--- config.mk ---
export PLATFORM = sky130hd
export DESIGN_NAME = spi_flash_stream_reader
export DESIGN_NICKNAME = d
export VERILOG_FILES = /design/src/rtl/spi_flash_stream_reader.sv
export SDC_FILE = /design/constraint.sdc
export NUM_CORES = 1
export LEC_CHECK = 0
export ABC_AREA = 1
export ABC_CLOCK_PERIOD_IN_PS = 6400
export CORE_UTILIZATION = 63
export DETAILED_ROUTE_END_ITERATION = 12
export PLACE_DENSITY = 0.85
export SLEW_MARGIN = 10
export SYNTH_ARGS = -nofsm -noshare
export SYNTH_HDL_FRONTEND = slang
export SYNTH_SLANG_ARGS = --single-unit
--- constraint.sdc ---
create_clock -name clk -period 6.4 [get_ports clk]
set_clock_uncertainty 0.1 [all_clocks]
set_input_delay 0.96 -clock clk [delete_from_list [all_inputs] [get_ports clk]]
set_output_delay 0.96 -clock clk [all_outputs]
set_load 0.02 [all_outputs]
--- src/rtl/spi_flash_stream_reader.sv ---
// spi_flash_stream_reader: windowed SPI Mode 0 flash reader with CPU stall and sequential streaming.
// Define FLASH_FAST_READ_EN to issue 0x0B fast reads with 8 dummy clocks instead of 0x03.
module spi_flash_stream_reader #(
    parameter int          ADDR_BITS   = 12,
    parameter logic [23:0] FLASH_BASE  = 24'h000000,
    parameter int          CLK_DIV     = 1,
    parameter int          STREAM_HOLD = 64,
    parameter int          CS_HIGH_MIN = 4
) (
    input  logic        clk,
    input  logic        reset,
    input  logic        spi_ce,
    input  logic        i_RW,
    input  logic [15:0] i_ADDRESS_BUS,
    input  logic        i_SPI_MISO,
    output logic        o_SPI_CLK,
    output logic        o_SPI_MOSI,
    output logic        o_SPI_CS,
    output logic [7:0]  o_DATA,
    output logic        o_MemoryReady
);
`ifdef FLASH_FAST_READ_EN
    localparam logic [7:0] CMD  = 8'h0B;
    localparam bit         FAST = 1'b1;
`else
    localparam logic [7:0] CMD  = 8'h03;
    localparam bit         FAST = 1'b0;
`endif
    localparam int DIV_W  = $clog2(CLK_DIV + 1);
    localparam int HOLD_W = $clog2(STREAM_HOLD + 2);
    localparam int REC_W  = $clog2(CS_HIGH_MIN + 1);
    localparam logic [15:0] WIN_MASK = 16'((32'd1 << ADDR_BITS) - 32'd1);

    typedef enum logic [2:0] {S_IDLE, S_CMD, S_ADDR, S_DUMMY, S_DATA, S_HOLD, S_RECOVER} state_t;

    state_t              r_state, w_next;
    logic [DIV_W-1:0]    r_div;
    logic                r_sck, r_cs, r_dvalid;
    logic [4:0]          r_bit;
    logic [31:0]         r_sh;
    logic [7:0]          r_rx, r_data;
    logic [23:0]         r_cur, r_daddr;
    logic [HOLD_W-1:0]   r_hold;
    logic [REC_W-1:0]    r_rec;

    logic [23:0] w_faddr;
    logic        w_req, w_hit, w_miss, w_consec, w_xfer, w_half, w_rise, w_bit_end, w_step;
    logic        w_hold_exp, w_rec_done;

    assign w_faddr    = FLASH_BASE + {8'd0, i_ADDRESS_BUS & WIN_MASK};
    assign w_req      = spi_ce & i_RW;
    assign w_hit      = r_dvalid & (w_faddr == r_daddr);
    assign w_miss     = w_req & ~w_hit;
    assign w_consec   = (r_daddr != 24'hFFFFFF) & (w_faddr == r_daddr + 24'd1);
    assign w_xfer     = (r_state == S_CMD) | (r_state == S_ADDR) | (r_state == S_DUMMY) | (r_state == S_DATA);
    assign w_half     = w_xfer & (r_div == DIV_W'(CLK_DIV - 1));
    assign w_rise     = w_half & ~r_sck;
    assign w_bit_end  = w_half & r_sck;
    assign w_step     = w_bit_end & (r_bit == ((r_state == S_ADDR) ? 5'd23 : 5'd7));
    assign w_hold_exp = r_hold == HOLD_W'(STREAM_HOLD > 0 ? STREAM_HOLD - 1 : 0);
    assign w_rec_done = r_rec == REC_W'(CS_HIGH_MIN - 1);

    always_comb begin
        w_next = r_state;
        case (r_state)
            S_IDLE:    if (w_miss) w_next = S_CMD;
            S_CMD:     if (w_step) w_next = S_ADDR;
            S_ADDR:    if (w_step) w_next = FAST ? S_DUMMY : S_DATA;
            S_DUMMY:   if (w_step) w_next = S_DATA;
            S_DATA:    if (w_step) w_next = (STREAM_HOLD > 0) ? S_HOLD : S_RECOVER;
            // a consecutive request beats timer expiry in the same cycle
            S_HOLD:    if (w_miss & w_consec) w_next = S_DATA;
                       else if (w_miss | w_hold_exp) w_next = S_RECOVER;
            S_RECOVER: if (w_rec_done) w_next = S_IDLE;
            default:   w_next = S_IDLE;
        endcase
    end

    always_ff @(posedge clk or posedge reset) begin
        if (reset) begin
            r_state  <= S_IDLE;
            r_cs     <= 1'b1;
            r_sck    <= 1'b0;
            r_div    <= '0;
            r_bit    <= '0;
            r_sh     <= '0;
            r_rx     <= '0;
            r_data   <= '0;
            r_cur    <= '0;
            r_daddr  <= '0;
            r_dvalid <= 1'b0;
            r_hold   <= '0;
            r_rec    <= '0;
        end else begin
            r_state <= w_next;
            r_cs    <= (w_next == S_IDLE) | (w_next == S_RECOVER);
            r_div   <= (~w_xfer | w_half) ? '0 : r_div + DIV_W'(1);
            r_sck   <= w_xfer & (r_sck ^ w_half);
            r_bit   <= (~w_xfer | w_step) ? '0 : r_bit + {4'd0, w_bit_end};
            r_hold  <= (r_state == S_HOLD) ? r_hold + HOLD_W'(1) : '0;
            r_rec   <= (r_state == S_RECOVER) ? r_rec + REC_W'(1) : '0;
            if ((r_state == S_IDLE) & w_miss) begin
                r_cur <= w_faddr;
                r_sh  <= {CMD, w_faddr};
            end else if (w_bit_end) begin
                r_sh <= {r_sh[30:0], 1'b0};
            end
            if ((r_state == S_HOLD) & w_miss & w_consec)
                r_cur <= w_faddr;
            if (w_rise & (r_state == S_DATA))
                r_rx <= {r_rx[6:0], i_SPI_MISO};
            if (w_step & (r_state == S_DATA)) begin
                r_data   <= r_rx;
                r_daddr  <= r_cur;
                r_dvalid <= 1'b1;
            end
        end
    end

    assign o_SPI_CS      = r_cs;
    assign o_SPI_CLK     = r_sck;
    assign o_SPI_MOSI    = ((r_state == S_CMD) | (r_state == S_ADDR)) & r_sh[31];
    assign o_DATA        = r_data;
    assign o_MemoryReady = ~w_miss;
endmodule

==> results.md, run 1 <==
* Max-slew violation count at 0
* Worst vdd rail ir drop at 0.000159 V
* Hold crit path type: reg2reg
* Worst EP required at 5.34 ns
* Run status: complete, no violations
* IO Pins at 33
* Pwr/cell area at 318 nW/um2
* # hold bufs at CTS at 0
* RR Endpoint: r_daddr[4]
* Number of max-cap violations at 0
* RSZ-0062 raised after global routing: no
* Sequential share of the synthesized area at 50.8%
* Slew @ Worst Pin at 0.891 ns
* Post-Syn Area at 4630 um2
* Met2 Use GR at 41.8%
* Layout area overhead at 11.0%
* Syn_nets at 609
* Total number of vias at 3639
* Final-report setup violation count at 0
* Met1 usage at 36.1%
* Startpoint Class: input pin
* Clk Latency, worst-skew pair at 0.36 ns
* Clock transition at path regs at 0.09 ns
* Reg2Reg Depth at 12
* Reg-to-reg slack, setup at 3.01 ns
* Die Span Y at 87.8 um
* Detail Route Antenna Nets at 0
* CP endpoint kind: output pin
* Initial antenna violation count at 0
* Reg-to-reg startpoint: r_state[0]
* Diode count at 0
* Vias in the first global route at 3392
* Overall routing resource usage at 25.9%
* Count of warnings emitted by yosys at 0
* Placed Cells at 688
* Core area at 6940 um2
* CTS tree: done
* Post-Syn Area per Cell at 7.99 um2
* Max Freq at 0.249 GHz
* Most used cell, CP: nand2_1
* Met3 usage in global routing at 5.47%
* GP Congestion at 0.916
* Worst EP arrival at 2.95 ns
* Layout cells sized above 1 at 6.25%
* Number of buffers created by CTS at 9
* Htree depth at 3
* Crit Path Class: in2out
* Setup WS post-layout at 2.39 ns
* Place WS at 2.41 ns
* Non-Filler Instances at 704
* Crit-path cells: clkdlybuf4s50_1 -> inv_1 -> nand2_1 -> nand2_1 -> nand3_1 -> nor2_1 -> nand3_2 -> nand2_1 -> clkdlybuf4s50_1
* Total gr overflow at 0
* Top delay family on crit path: buffers and inverters
* Period utilization at 62.7%
* Drt wl/cell at 12.6 um
* Die W at 87.8 um
* Initial core utilization at 66.7%
* DPL Wire Length at 6160 um
* Quantity of gates resized following cts at 0
* Die area at 7700 um2
* PortBufs at 28
* Worst-path maximum fanout at 5
* Setup TNS at 0 ns
* Number of library cell types mapped by synthesis at 32
* Worst-case clock buffer depth at 2
* Most common cell after layout, fill and taps aside: nand2_1
* Final hold viol count at 0
* Number of fillers in the final layout at 524
* Final Critical Period at 4.01 ns
* Setup Fix Bufs, Post-CTS at 0
* Site Rows at 30
* CTS Sinks at 94
* Flops & latches, synth at 94
* Main synth FF type: dfrtp_1
* DR DRC count at 0
* Commonest cells after routing, fill and taps aside: nand2_1 (162), dfrtp_1 (93), inv_1 (92)
* Via density at 5.17
* Post-synth EDFFs at 0
* Max-slew headroom at 40.6%
* Levels on crit path at 9
* Post-Route WL at 8860 um
* TritonRoute pass-1 iters at 4
* Number of buffers and inverters on the critical path at 3
* Largest net degree at the start of global routing at 73
* Clock Tree Root: clkbuf_8
* Async SR Flop Fraction at 100%
* Leak at 0.00269 uW
* DR iter-0 viols at 309
* Global-route wire length before repair at 15200 um
* Post-Syn Instances at 580
* Final net count at 632
* Critical Path Max Stage Delay at 0.65 ns
* Crit path to: o_MemoryReady
* Global route hottest layer: met2
* Worst path slowest cell: clkdlybuf4s50_1
* CP Launch Point: i_ADDRESS_BUS[7]
* Hold_sp: r_rec[0]
layout make-up:
cell class	instances	area [um2]	area share (%)
Clock buffer	12	155	3.02
Clock inverter	4	37.5	0.730
Inverter	95	358	6.96
Multi-Input combinational cell	373	1820	35.5
Sequential cell	94	2350	45.8
Tap cell	96	120	2.34
Timing Repair Buffer	30	295	5.74
synthesized netlist by cell type (6+ instances only):
cell type / n / area (um2)
a21oi_1: 9 / 45.0
a31oi_1: 18 / 113
buf_2: 7 / 35.0
clkbuf_1: 8 / 30.0
dfrtp_1: 93 / 2330
ha_1: 8 / 100
inv_1: 93 / 349
nand2_1: 162 / 608
nand2_2: 6 / 37.5
nand3_1: 41 / 205
nor2_1: 62 / 233
o21ai_0: 27 / 135
o21ai_1: 6 / 30.0
xnor2_1: 10 / 87.6
per-stage QoR:
stage               util [%]  power (uW)  instance area [um2]  hold slack (ns)
detailed placement      71.3        1270                 4950            0.353
CTS                     74.1        1650                 5140            0.373
global placement        71.3        1230                 4950            0.321
global route            74.1        1750                 5140            0.384
finish                  74.1        1640                 5140            0.365
floorplan                  -        1150                 4630            0.310
how the worst min path moves through the flow:
stage	cells past startpoint	to	slack, ns
detailed placement	1	r_dvalid	0.35
global placement	1	r_rec[0]	0.32
floorplan	1	r_rec[0]	0.31
CTS	1	r_rec[0]	0.37
global route	1	r_rec[0]	0.38
finish	1	r_rec[0]	0.37
worst reg2reg max path, stage by stage, from the launching register on:
cell	delay, ns
dfrtp_1	0.40
nor2_1	0.11
inv_1	0.07
nor2_1	0.15
nor3_1	0.10
nor2_1	0.15
ha_1	0.19
nand2_1	0.05
nor3_1	0.29
nand3_1	0.65
inv_1	0.79
nand2_1	0.13
o21ai_0	0.12
flip-flops by register name (all words and copies together) (netlist names), 3 cells and up:
register	cells
r_bit	5
r_rx	8
r_cur	12
r_rec	3
r_daddr	12
r_hold	7
r_state	3
o_DATA	8
r_sh	32
routing by layer:
metal	up-vias	routed length (um)	share of wire (%)
met5	-	0	0
met3	9	355	4.0
met1	1720	4140	47
met2	69	4270	48
li1	1841	-	-
met4	0	91	1.0
logic make-up after synthesis:
logic type | share of synthesized area [%]
DFF | 50.8
and+or+nand+nor | 27.2
other | 0.0809
xor gates and xnor gates | 2.65
AOI/OAI and AO/OA | 7.32
adders and majority gates | 2.16
buffers and inverters | 9.83
where the power goes:
group	switching, uW	internal, uW
registers	78.0	735
logic	273	169
clock network	214	169
total	566	1070
Note: power is estimated with default switching activity, not from simulation.
==> run 2, diff against run 1 <==
ABC_CLOCK_PERIOD_IN_PS = 3300   (was 6400)
CORE_UTILIZATION = 53   (was 63)
PLACE_DENSITY = 0.76   (was 0.85)
clock period = 3.3 ns   (was 6.4 ns; I/O delays follow)
==> run 2 against run 1 <==
First-iteration DRC count decreased by 27%. Largest cell class unchanged. Sequential share of layout area decreased by 0.59 points. Critical endpoint unchanged. Highest routed layer unchanged. Critical path type unchanged. Combinational power increased by 96%.
==> results.md, run 2 (synthesized netlist as in run 1, its figures left out) <==
* Via density at 5.04
* Commonest cells after routing, fill and taps aside: nand2_1 (162), dfrtp_1 (93), inv_1 (92)
* Detail Route Antenna Nets at 0
* Startpoint Class: input pin
* Site Rows at 33
* Worst EP required at 2.70 ns
* Quantity of gates resized following cts at 0
* CP endpoint kind: output pin
* Largest net degree at the start of global routing at 40
* Run status: complete, no violations
* Clock transition at path regs at 0.09 ns
* Initial antenna violation count at 0
* Met2 Use GR at 38.1%
* Worst path slowest cell: clkdlybuf4s50_1
* Met3 usage in global routing at 4.86%
* Final Critical Period at 3.10 ns
* Crit-path cells: clkdlybuf4s50_1 -> xnor2_1 -> nand2_1 -> nor2_1 -> nand3_2 -> nand2_1 -> clkdlybuf4s50_1
* Reg2Reg Depth at 11
* Overall routing resource usage at 21.9%
* Period utilization at 94.0%
* Max reg flops at 32
* Biggest register: r_sh
* Pwr/cell area at 618 nW/um2
* Total Power at 3220 uW
* Final net count at 637
* Setup Fix Bufs, Post-CTS at 0
* Number of fillers in the final layout at 707
* Total number of vias at 3617
* Max-slew violation count at 0
* Clk Latency, worst-skew pair at 0.36 ns
* DPL Wire Length at 6260 um
* Leak at 0.00272 uW
* Hold crit path type: reg2reg
* Place WS at 0.211 ns
* Die area at 9120 um2
* Worst EP arrival at 2.51 ns
* Die W at 95.5 um
* DR iter-0 viols at 225
* Most common cell after layout, fill and taps aside: nand2_1
* Setup TNS at 0 ns
* Layout area overhead at 12.5%
* RSZ-0062 raised after global routing: no
* Global route hottest layer: met2
* Met1 usage at 26.9%
* Top delay family on crit path: buffers and inverters
* Drt wl/cell at 12.3 um
* Hold path depth at 1
* Diode count at 0
* Initial core utilization at 55.6%
* Fin area at 5210 um2
* Clock Tree Root: clkbuf_8
* Largest regs: r_sh: 32 flops, r_cur: 12 flops, r_daddr: 12 flops
* Final hold viol count at 0
* Max Freq at 0.322 GHz
* # hold bufs at CTS at 0
* Layout cells sized above 1 at 6.86%
* Number of buffers created by CTS at 9
* Slew @ Worst Pin at 0.711 ns
* DR DRC count at 0
* Critical Path Max Stage Delay at 0.65 ns
* Worst vdd rail ir drop at 0.000326 V
* Setup WS post-layout at 0.199 ns
* IO Pins at 33
* TritonRoute pass-1 iters at 5
* GP Congestion at 0.891
* Post-Route WL at 8790 um
* Core area at 8340 um2
* CTS tree: done
* Register area at 2350 um2
* Vias in the first global route at 3608
* Worst-case clock buffer depth at 2
* Die Span Y at 95.5 um
* Number of buffers and inverters on the critical path at 2
* Max-slew headroom at 52.6%
* CTS Sinks at 94
* Cell Area, Placed at 5010 um2
* Levels on crit path at 7
* Worst-path maximum fanout at 4
* Global-route wire length before repair at 15500 um
* PortBufs at 28
* Final-report setup violation count at 0
* Crit Path Class: in2out
* Htree depth at 3
* Number of max-cap violations at 0
* Total gr overflow at 0
* Multi-input combinational cell area at 1820 um2
-- run 2: cell count changes in the layout (fill, tap and decap cells not counted) --
cell | before | now
buf_4 | 2 | 6
inv_6 | 2 | 0
buf_12 | 0 | 1
bufinv_16 | 0 | 1
clkinv_2 | 1 | 2
inv_8 | 1 | 0
-- run 2: worst register-to-register path, cell delays in order (launching register included) --
cell and delay, ns:
dfrtp_1 0.41, nor2_1 0.11, inv_1 0.06, nor2_1 0.16, nor3_1 0.10, nor2_1 0.15
ha_1 0.18, nand2_1 0.05, nor3_1 0.26, nand3_1 0.15, inv_1 0.54, o21ai_0 0.17
-- run 2: power by group --
part	switching (uW)	total (uW)	internal, uW	leakage, uW
sequential	144	1570	1420	0.00125
clock	394	782	388	0.000102
combinational	527	867	339	0.00137
-- run 2: final cells by class --
| cell class | count | area share [%] |
|---|---|---|
| clock buffer | 12 | 2.98 |
| sequential | 94 | 45.2 |
| multi-input combinational | 373 | 35.0 |
| clock inverter | 3 | 0.840 |
| inverter | 95 | 6.87 |
| timing repair buffer | 35 | 6.63 |
| tap | 105 | 2.52 |
-- run 2: final timing paths --
path	endpoint	slack, ns	from
worst max-delay path	o_MemoryReady	0.20	i_ADDRESS_BUS[5]
worst min-delay path	r_rec[0]	0.35	r_rec[0]
worst max register to register	r_daddr[3]	0.72	r_state[0]
worst min register to register	r_rec[0]	0.35	r_rec[0]
max in group asynchronous	r_cur[9]	1.94	reset
min in group asynchronous	r_rx[1]	0.43	reset
-- run 2: metal layers --
metal	vias up	part of all wire, %
li1	1844	-
met1	1699	47
met2	62	48
met3	12	3.8
met4	0	1.5
met5	-	0
-- run 2: per-stage QoR --
step / utilization, % / hold WS [ns] / cells
detailed placement: 60.1 / 0.349 / 702
global route: 62.5 / 0.371 / 717
finish: 62.5 / 0.352 / 717
floorplan: - / 0.310 / 580
global placement: 60.1 / 0.322 / 702
CTS: 62.5 / 0.361 / 717
==> run 3, diff against run 2 <==
ABC_CLOCK_PERIOD_IN_PS = unset   (was 3300)
==> results of run 3 <==
Same layout as run 2: the final DEF is identical, and so are final timing and power.
